<file path="src/rtl/hazard_unit_pkg.sv">
// Shared definitions for the ID-stage hazard logic. The register-zero constant and the
// source-match helper are shared with the forwarding logic, so both blocks agree on
// what counts as a real dependency.
package hazard_unit_pkg;

  // $zero never carries a dependency.
  localparam logic [4:0] REG_ZERO = 5'd0;

  // Width of the multiply/divide busy counter. This limits MD_LATENCY to 1..63.
  localparam int unsigned MD_CNT_W = 6;

  // Default width of the stall/flush performance counters.
  localparam int unsigned PERF_CNT_W = 32;

  // True when register r is a live source of the ID instruction.
  function automatic logic src_match(input logic [4:0] r,
                                     input logic [4:0] rs,
                                     input logic [4:0] rt,
                                     input logic       rt_used);
    return (r != REG_ZERO) && ((r == rs) || (rt_used && (r == rt)));
  endfunction

endpackage

</file>
<file path="src/rtl/hazard_unit_md_busy_counter.sv">
// Multiply/divide busy tracker.
//   clk_i   : pipeline clock, rising edge
//   rst_i   : asynchronous reset, active high
//   start_i : mult/div issued in EX this cycle; (re)loads LATENCY
//   busy_o  : counter nonzero; high for exactly LATENCY cycles after the last start
module hazard_unit_md_busy_counter
  import hazard_unit_pkg::*;
#(
  parameter int unsigned LATENCY = 32
) (
  input  logic clk_i,
  input  logic rst_i,
  input  logic start_i,
  output logic busy_o
);

  localparam logic [MD_CNT_W-1:0] LoadVal = MD_CNT_W'(LATENCY);

  logic [MD_CNT_W-1:0] cnt_q, cnt_d;

  always_comb begin
    cnt_d = cnt_q;
    if (start_i) begin
      cnt_d = LoadVal;
    end else if (cnt_q != '0) begin
      cnt_d = cnt_q - MD_CNT_W'(1);
    end
  end

  always_ff @(posedge clk_i or posedge rst_i) begin
    if (rst_i) begin
      cnt_q <= '0;
    end else begin
      cnt_q <= cnt_d;
    end
  end

  // Derived only from the register, so busy never sees start in the same cycle.
  assign busy_o = (cnt_q != '0);

endmodule

</file>
<file path="src/rtl/hazard_unit.sv">
// Stall/flush controller for the 5-stage MIPS pipeline, beside the ID stage.
// It covers the RAW cases forwarding cannot resolve: load-use, branch operands that are
// compared in ID, and the mult/div busy interlock. It also flushes IF/ID on a taken
// branch or jump.
//   IF_id_*            : fields and decode flags of the instruction in ID
//   ID_ex_*, EX_mem_*  : producer information from EX and MEM
//   md_start           : mult/div issued in EX this cycle
//   branch_taken, jump : control transfer resolved in ID
//   pc_write, IF_id_write, ID_ex_bubble, IF_id_flush : pipeline controls (combinational)
//   md_busy            : mult/div unit still computing
//   stall_count, flush_count : saturating performance counters
module hazard_unit
  import hazard_unit_pkg::*;
#(
  parameter int unsigned MD_LATENCY = 32,
  parameter int unsigned CNT_W      = PERF_CNT_W
) (
  input  logic             clk,
  input  logic             rst,
  input  logic [4:0]       IF_id_rs,
  input  logic [4:0]       IF_id_rt,
  input  logic             IF_id_uses_rt,
  input  logic             IF_id_is_branch,
  input  logic             IF_id_is_mfhilo,
  input  logic             IF_id_is_md,
  input  logic             ID_ex_memread,
  input  logic             ID_ex_regwrite,
  input  logic [4:0]       ID_ex_rd,
  input  logic             EX_mem_memread,
  input  logic [4:0]       EX_mem_rd,
  input  logic             md_start,
  input  logic             branch_taken,
  input  logic             jump,
  output logic             pc_write,
  output logic             IF_id_write,
  output logic             ID_ex_bubble,
  output logic             IF_id_flush,
  output logic             md_busy,
  output logic [CNT_W-1:0] stall_count,
  output logic [CNT_W-1:0] flush_count
);

  logic load_use, br_ex, br_mem, md_hz, stall;
  logic [CNT_W-1:0] stall_cnt_q, flush_cnt_q;

  hazard_unit_md_busy_counter #(
    .LATENCY (MD_LATENCY)
  ) u_md_busy_counter (
    .clk_i   (clk),
    .rst_i   (rst),
    .start_i (md_start),
    .busy_o  (md_busy)
  );

  // Branches compare both operands in ID, so rt is a source even when uses_rt is low.
  assign load_use = ID_ex_memread && src_match(ID_ex_rd, IF_id_rs, IF_id_rt, IF_id_uses_rt);
  assign br_ex    = IF_id_is_branch && ID_ex_regwrite &&
                    src_match(ID_ex_rd, IF_id_rs, IF_id_rt, 1'b1);
  assign br_mem   = IF_id_is_branch && EX_mem_memread &&
                    src_match(EX_mem_rd, IF_id_rs, IF_id_rt, 1'b1);
  assign md_hz    = md_busy && (IF_id_is_mfhilo || IF_id_is_md);
  assign stall    = load_use | br_ex | br_mem | md_hz;

  // A stall takes priority over a flush. A branch or jump held in ID is seen again
  // once the stall clears.
  always_comb begin
    pc_write     = 1'b1;
    IF_id_write  = 1'b1;
    ID_ex_bubble = 1'b0;
    IF_id_flush  = 1'b0;
    if (rst || stall) begin
      pc_write     = 1'b0;
      IF_id_write  = 1'b0;
      ID_ex_bubble = 1'b1;
    end else begin
      IF_id_flush = branch_taken | jump;
    end
  end

  always_ff @(posedge clk or posedge rst) begin
    if (rst) begin
      stall_cnt_q <= '0;
      flush_cnt_q <= '0;
    end else begin
      if (stall && (stall_cnt_q != '1)) begin
        stall_cnt_q <= stall_cnt_q + CNT_W'(1);
      end
      if (IF_id_flush && (flush_cnt_q != '1)) begin
        flush_cnt_q <= flush_cnt_q + CNT_W'(1);
      end
    end
  end

  assign stall_count = stall_cnt_q;
  assign flush_count = flush_cnt_q;

endmodule

</file>
<file path="config.mk">
export PLATFORM = sky130hd
export DESIGN_NAME = hazard_unit
export DESIGN_NICKNAME = d
export VERILOG_FILES = /design/src/rtl/hazard_unit_pkg.sv /design/src/rtl/hazard_unit_md_busy_counter.sv /design/src/rtl/hazard_unit.sv
export SDC_FILE = /design/constraint.sdc
export NUM_CORES = 1
export LEC_CHECK = 0
export ABC_AREA = 1
export CORE_ASPECT_RATIO = 1.4
export CORE_MARGIN = 10
export CORE_UTILIZATION = 30
export CTS_CLUSTER_SIZE = 16
export DETAILED_ROUTE_END_ITERATION = 10
export PLACE_DENSITY = 0.62
export RECOVER_POWER = 25
export SLEW_MARGIN = 20
export SYNTH_ARGS = -nofsm -noshare
export SYNTH_HDL_FRONTEND = slang
export SYNTH_SLANG_ARGS = --single-unit
</file>
<file path="constraint.sdc">
create_clock -name clk -period 2.8 [get_ports clk]
set_input_delay 0.42 -clock clk [delete_from_list [all_inputs] [get_ports clk]]
set_output_delay 0.42 -clock clk [all_outputs]
set_load 0.05 [all_outputs]
</file>
# Word level (Yosys, flattened, before mapping)
# Index checks and enable logic that the tools add are counted.
# classes
addsub	3
n_eq_ne	6
muxes	5
bitwise	4
reduce_logical	21
# ops
op	n
$add A32 B1 Y32 const B	2
$ne A32 B32 Y1 const B	2
$eq A5 B5 Y1	4
$logic_and A1 B1 Y1	12
$mux W6	2
$reduce_bool A5 Y1	2
$reduce_bool A6 Y1	1
$sub A6 B1 Y6 const B	1
$logic_or A1 B1 Y1	5
$or A1 B1 Y1	4
$mux W1	3
$reduce_bool A2 Y1	1
# totals
regBits	70
input_bits	32
output_inout_bits	69
elab_cells	42

# Longest topological paths before layout
# depth
ltp_word	11
ltp_mapped	14
depth_no_buf	13

# Cells and area by module
# From an unflattened synthesis, not the netlist that was laid out.
# unflattened
cells_unflattened	730
hier_area_um2	4919.7
# modules_own_cells
mod	instances	cells_per_inst	area_per_inst_um2	seq_area_each_um2
hazard_unit	1	686	4560.6	1601.5
hazard_unit_md_busy_counter	1	44	359.1	150.1

# Worst setup path before layout
# No wires, ideal clock.
# synth_timing
path_kind	reg-to-output
startpoint	reg u_md_busy_counter.cnt_q[0]
endpoint	out IF_id_flush
arrival_time_ns	2.494
required_ns	2.380
slack_ns	-0.114
stages_incl_launch_ff	9
n_path_buf	0
cell_sequence	dfrtp_1 -> inv_1 -> ha_1 -> nand4_2 -> o21ai_2 -> nand3_2 -> nor2_4 -> inv_1 -> nor2_1
# synth_via
elab_chain_cells	5
# synth_lines
element	line	source
start, declared	hazard_unit_md_busy_counter.sv:19	logic [MD_CNT_W-1:0] cnt_q, cnt_d;
start signal, assigned	hazard_unit_md_busy_counter.sv:34	cnt_q <= cnt_d;
$reduce_bool A6 Y1	hazard_unit_md_busy_counter.sv:39	assign busy_o = (cnt_q != '0);
via md_busy	hazard_unit.sv:38	output logic md_busy,
$logic_and A1 B1 Y1	hazard_unit.sv:61	assign md_hz = md_busy && (IF_id_is_mfhilo || IF_id_is_md);
$or A1 B1 Y1	hazard_unit.sv:62	assign stall = load_use | br_ex | br_mem | md_hz;
$logic_or A1 B1 Y1	hazard_unit.sv:71	if (rst || stall) begin
$mux W1	hazard_unit.sv:71	
end, declared	hazard_unit.sv:37	output logic IF_id_flush,
# The timed path passes the listed nets, and every way through them passes these cells.

# Final worst setup path
# layout_timing
startpoint	reg u_md_busy_counter.cnt_q[0]
endpoint	out IF_id_write
# layout_via
elab_chain_cells	5
# layout_lines
element	line	source
$reduce_bool A6 Y1	hazard_unit_md_busy_counter.sv:39	
$logic_and A1 B1 Y1	hazard_unit.sv:61	
$or A1 B1 Y1	hazard_unit.sv:62	
$logic_or A1 B1 Y1	hazard_unit.sv:71	
$mux W1	hazard_unit.sv:71	
end, declared	hazard_unit.sv:35	output logic IF_id_write,
# Every way passes these cells.

==> impl_metrics.env <==
export IMPL_path_clk_slew_ns=0.06
export IMPL_dp_hpwl_um=12300
export IMPL_final_nets=859
export IMPL_viasPerCell=4.83
export IMPL_avgRoutedWirePerCell_um=15.5
export IMPL_start_kind="flop"
export IMPL_final_cell_mix="nand2_1 (273), clkdlybuf4s50_1 (95), nor2_1 (72)"
export IMPL_grtUsageMet1_pct=15.0
export IMPL_finalCritPeriodShare_pct=91.0
export IMPL_synth_seq_area_share_pct=35.4
export IMPL_grt_usage_pct=14.6
export IMPL_drive_above_1_share_pct=5.31
export IMPL_fin_tns_setup_ns=0
export IMPL_grt_ovfl_total=0
export IMPL_use_met2_pct=26.7
export IMPL_worstPathArrival_ns=2.13
export IMPL_cpPeakStageDelay_ns=0.37
export IMPL_synth_area_top_cells="dfrtp_1 (35%), nand2_1 (21%), xor2_1 (6.9%), nand4_1 (6.1%), nor2_1 (5.5%)"
export IMPL_hold_viol=0
export IMPL_p_seq_share_pct=34.5
export IMPL_status="complete, no violations"
export IMPL_p_comb_share_pct=35.9
export IMPL_p_per_area_nw_per_um2=613
export IMPL_p_leak_nw=3.06
export IMPL_switchingPower_mw=1.63
export IMPL_holdWs_ns=0.497
export IMPL_slew_viol_final=0
export IMPL_netlist_area_leader_share_pct=35.4
export IMPL_initial_core_util_pct=30.6
export IMPL_grt_pass1_vias=5029
export IMPL_n_antenna_cell=0
export IMPL_tightest_slew_ns=0.950
export IMPL_htreeDepth=3
export IMPL_grt_max_degree=41
export IMPL_drv_cap=0
export IMPL_grt_pass1_wl_um=25700
export IMPL_die_area_um2=22100
export IMPL_crit_chain="inv_1 > ha_1 > nand4_2 > o21ai_2 > nand3_2 > nor2_4 > buf_12 > buf_12"
export IMPL_clkLatencyLatePin_ns=0.34
export IMPL_finalSetupViolCount=0
export IMPL_grt_busiest_layer="met2"
export IMPL_synthDistinctLibCells=31
export IMPL_rows=55
export IMPL_rsz0062_at_grt="false"
export IMPL_holdPathStages=2
export IMPL_drcViolationCount=0
export IMPL_tritoncts="done"
export IMPL_finClkSkew_ns=0.00799
export IMPL_min_period_ns=2.55
export IMPL_syn_inst=725
export IMPL_coreArea_um2=16200
export IMPL_pin_count=101
export IMPL_final_area_um2=6460
export IMPL_cts_setup_buffers=0
export IMPL_finalWeightedCongestion=0.925
export IMPL_areaGrowthSynthToFinish_pct=30.5
export IMPL_die_h_um=172
export IMPL_syn_avg_cell_area_um2=6.82
export IMPL_antenna_found_initial=0
export IMPL_drtIter0Drc=301
export IMPL_worst_setup_path_end_kind="output pin"
export IMPL_vdd_drop_max_mv=0.708
export IMPL_switching_share_pct=41.2
export IMPL_reg2reg_depth=11
export IMPL_vias=4966
export IMPL_worst_path_max_fanout=34
export IMPL_crit_type="flop to output pin"
export IMPL_port_buffers=100
export IMPL_final_common_cell="nand2_1"
export IMPL_placed_area_um2=6160
export IMPL_slowest_stage="dfrtp_1"
export IMPL_hold_buffers=0
export IMPL_hold_path_class="flop to flop"
export IMPL_netlist_area_um2=4950
export IMPL_use_met3_pct=3.92
export IMPL_ys_seq_elements=70
export IMPL_ys_warn_count=0
export IMPL_dieWidth_um=129
export IMPL_wl_um=16000
export IMPL_path_buf_inv=3
export IMPL_drtPass1Iterations=4
export IMPL_worst_slew_margin_rel_pct=36.7
export IMPL_power_frac_clock_pct=29.6
export IMPL_cts_buffer_depth=2
export IMPL_clock_root_buffer="clkbuf_16"
export IMPL_cpMostUsedCell="buf_12"
export IMPL_cpLargestDelayFamily="simple AND/OR/NAND/NOR gates"
export IMPL_cts_sinks=70
export IMPL_cts_buffers=9
export IMPL_drtAntennaViolNets=0
export IMPL_required_ns=2.38
export IMPL_cts_repair_resized=0
export IMPL_yosysTopAreaCell="dfrtp_1"
export IMPL_p_int_mw=2.33
export IMPL_critical_path_cell_count=8
export IMPL_max_freq_mhz=392
export IMPL_synth_net_count=760
-- worst min-delay path, cell delays in order, from the launching register on --
cell     delay [ns]
dfrtp_1        0.36
nand2_1        0.06
nand2_1        0.05
-- final timing paths --
kind                                                        start                                     end  slack (ns)
max reg2reg                            stall_count[0]$_DFFE_PP0P_              stall_count[6]$_DFFE_PP0P_        0.60
min reg2reg                           flush_count[31]$_DFFE_PP0P_             flush_count[31]$_DFFE_PP0P_        0.50
min in group asynchronous                                     rst             flush_count[21]$_DFFE_PP0P_        0.72
min                                   flush_count[31]$_DFFE_PP0P_             flush_count[31]$_DFFE_PP0P_        0.50
max in group asynchronous                                     rst  u_md_busy_counter.cnt_q[0]$_DFFE_PP0P_        0.70
max                        u_md_busy_counter.cnt_q[0]$_DFFE_PP0P_                             IF_id_write        0.25
-- area by class of cell --
type | count | area [um^2]
multi-input combinational | 562 | 2780
clock inverter | 7 | 73.8
sequential | 70 | 1750
tap | 199 | 249
inverter | 73 | 274
clock buffer | 9 | 225
fill | 1687 | 9720
timing repair buffer | 108 | 1100
-- registers in the layout (all words and copies together) (netlist names) --
name / count
flush_count: 32
stall_count: 32
u_md_busy_counter.cnt_q: 6
-- power by group through the flow --
stage / Combinational, mW / Clock, mW / Sequential (mW)
floorplan: 0.581 / 0 / 1.74
global placement: 1.42 / 0 / 1.38
detailed placement: 1.44 / 0 / 1.38
CTS: 1.44 / 1.20 / 1.36
global route: 1.55 / 1.24 / 1.39
finish: 1.42 / 1.17 / 1.37
-- per-stage QoR --
step | worst slack [ns] | util (%) | cells | total power, mW
floorplan | 0.00546 | - | 725 | 2.32
global placement | 0.285 | 38.1 | 1012 | 2.80
detailed placement | 0.297 | 38.1 | 1012 | 2.82
CTS | 0.234 | 39.9 | 1028 | 4.01
global route | 0.112 | 39.9 | 1028 | 4.18
finish | 0.251 | 39.9 | 1028 | 3.96
-- cell usage after synthesis --
| library cell | count |
|---|---|
| buf_6 | 6 |
| nor2_1 | 73 |
| buf_2 | 6 |
| nand3_2 | 1 |
| xnor2_1 | 19 |
| buf_4 | 3 |
| a21oi_1 | 3 |
| nor2_4 | 2 |
| nand2_1 | 273 |
| nand4_2 | 2 |
| nor4b_2 | 1 |
| o21ai_2 | 1 |
| a211oi_1 | 1 |
| o21ai_1 | 13 |
| ha_1 | 3 |
| nand4_1 | 48 |
| inv_2 | 3 |
| clkinv_1 | 1 |
| o21ai_0 | 7 |
| inv_1 | 69 |
| dfrtp_1 | 70 |
| clkbuf_1 | 5 |
| nor3_1 | 30 |
| nand4_4 | 1 |
| nand3b_1 | 4 |
| nand3_1 | 32 |
| nor4_4 | 1 |
| xor2_1 | 39 |
| nor4_1 | 5 |
| nand2_2 | 1 |
| nor2_2 | 2 |
-- cell families (layout without fill, tap and decap cells) --
family	after synthesis	after routing	synth area share, %
adder cells (fa/ha/maj)	3	3	0.759
XOR/XNOR	58	58	10.3
AND/OR/NAND/NOR	476	476	42.5
buffers and inverters	93	197	8.35
AO/OA/AOI/OAI	25	25	2.66
flip-flops	70	70	35.4
-- metal layers --
| metal | vias up | routed length, um |
|---|---|---|
| met1 | 2271 | 6100 |
| li1 | 2532 | - |
| met3 | 37 | 857 |
| met4 | 0 | 589 |
| met2 | 126 | 8430 |
| met5 | - | 0 |
Power figures use the tool's default switching activity.
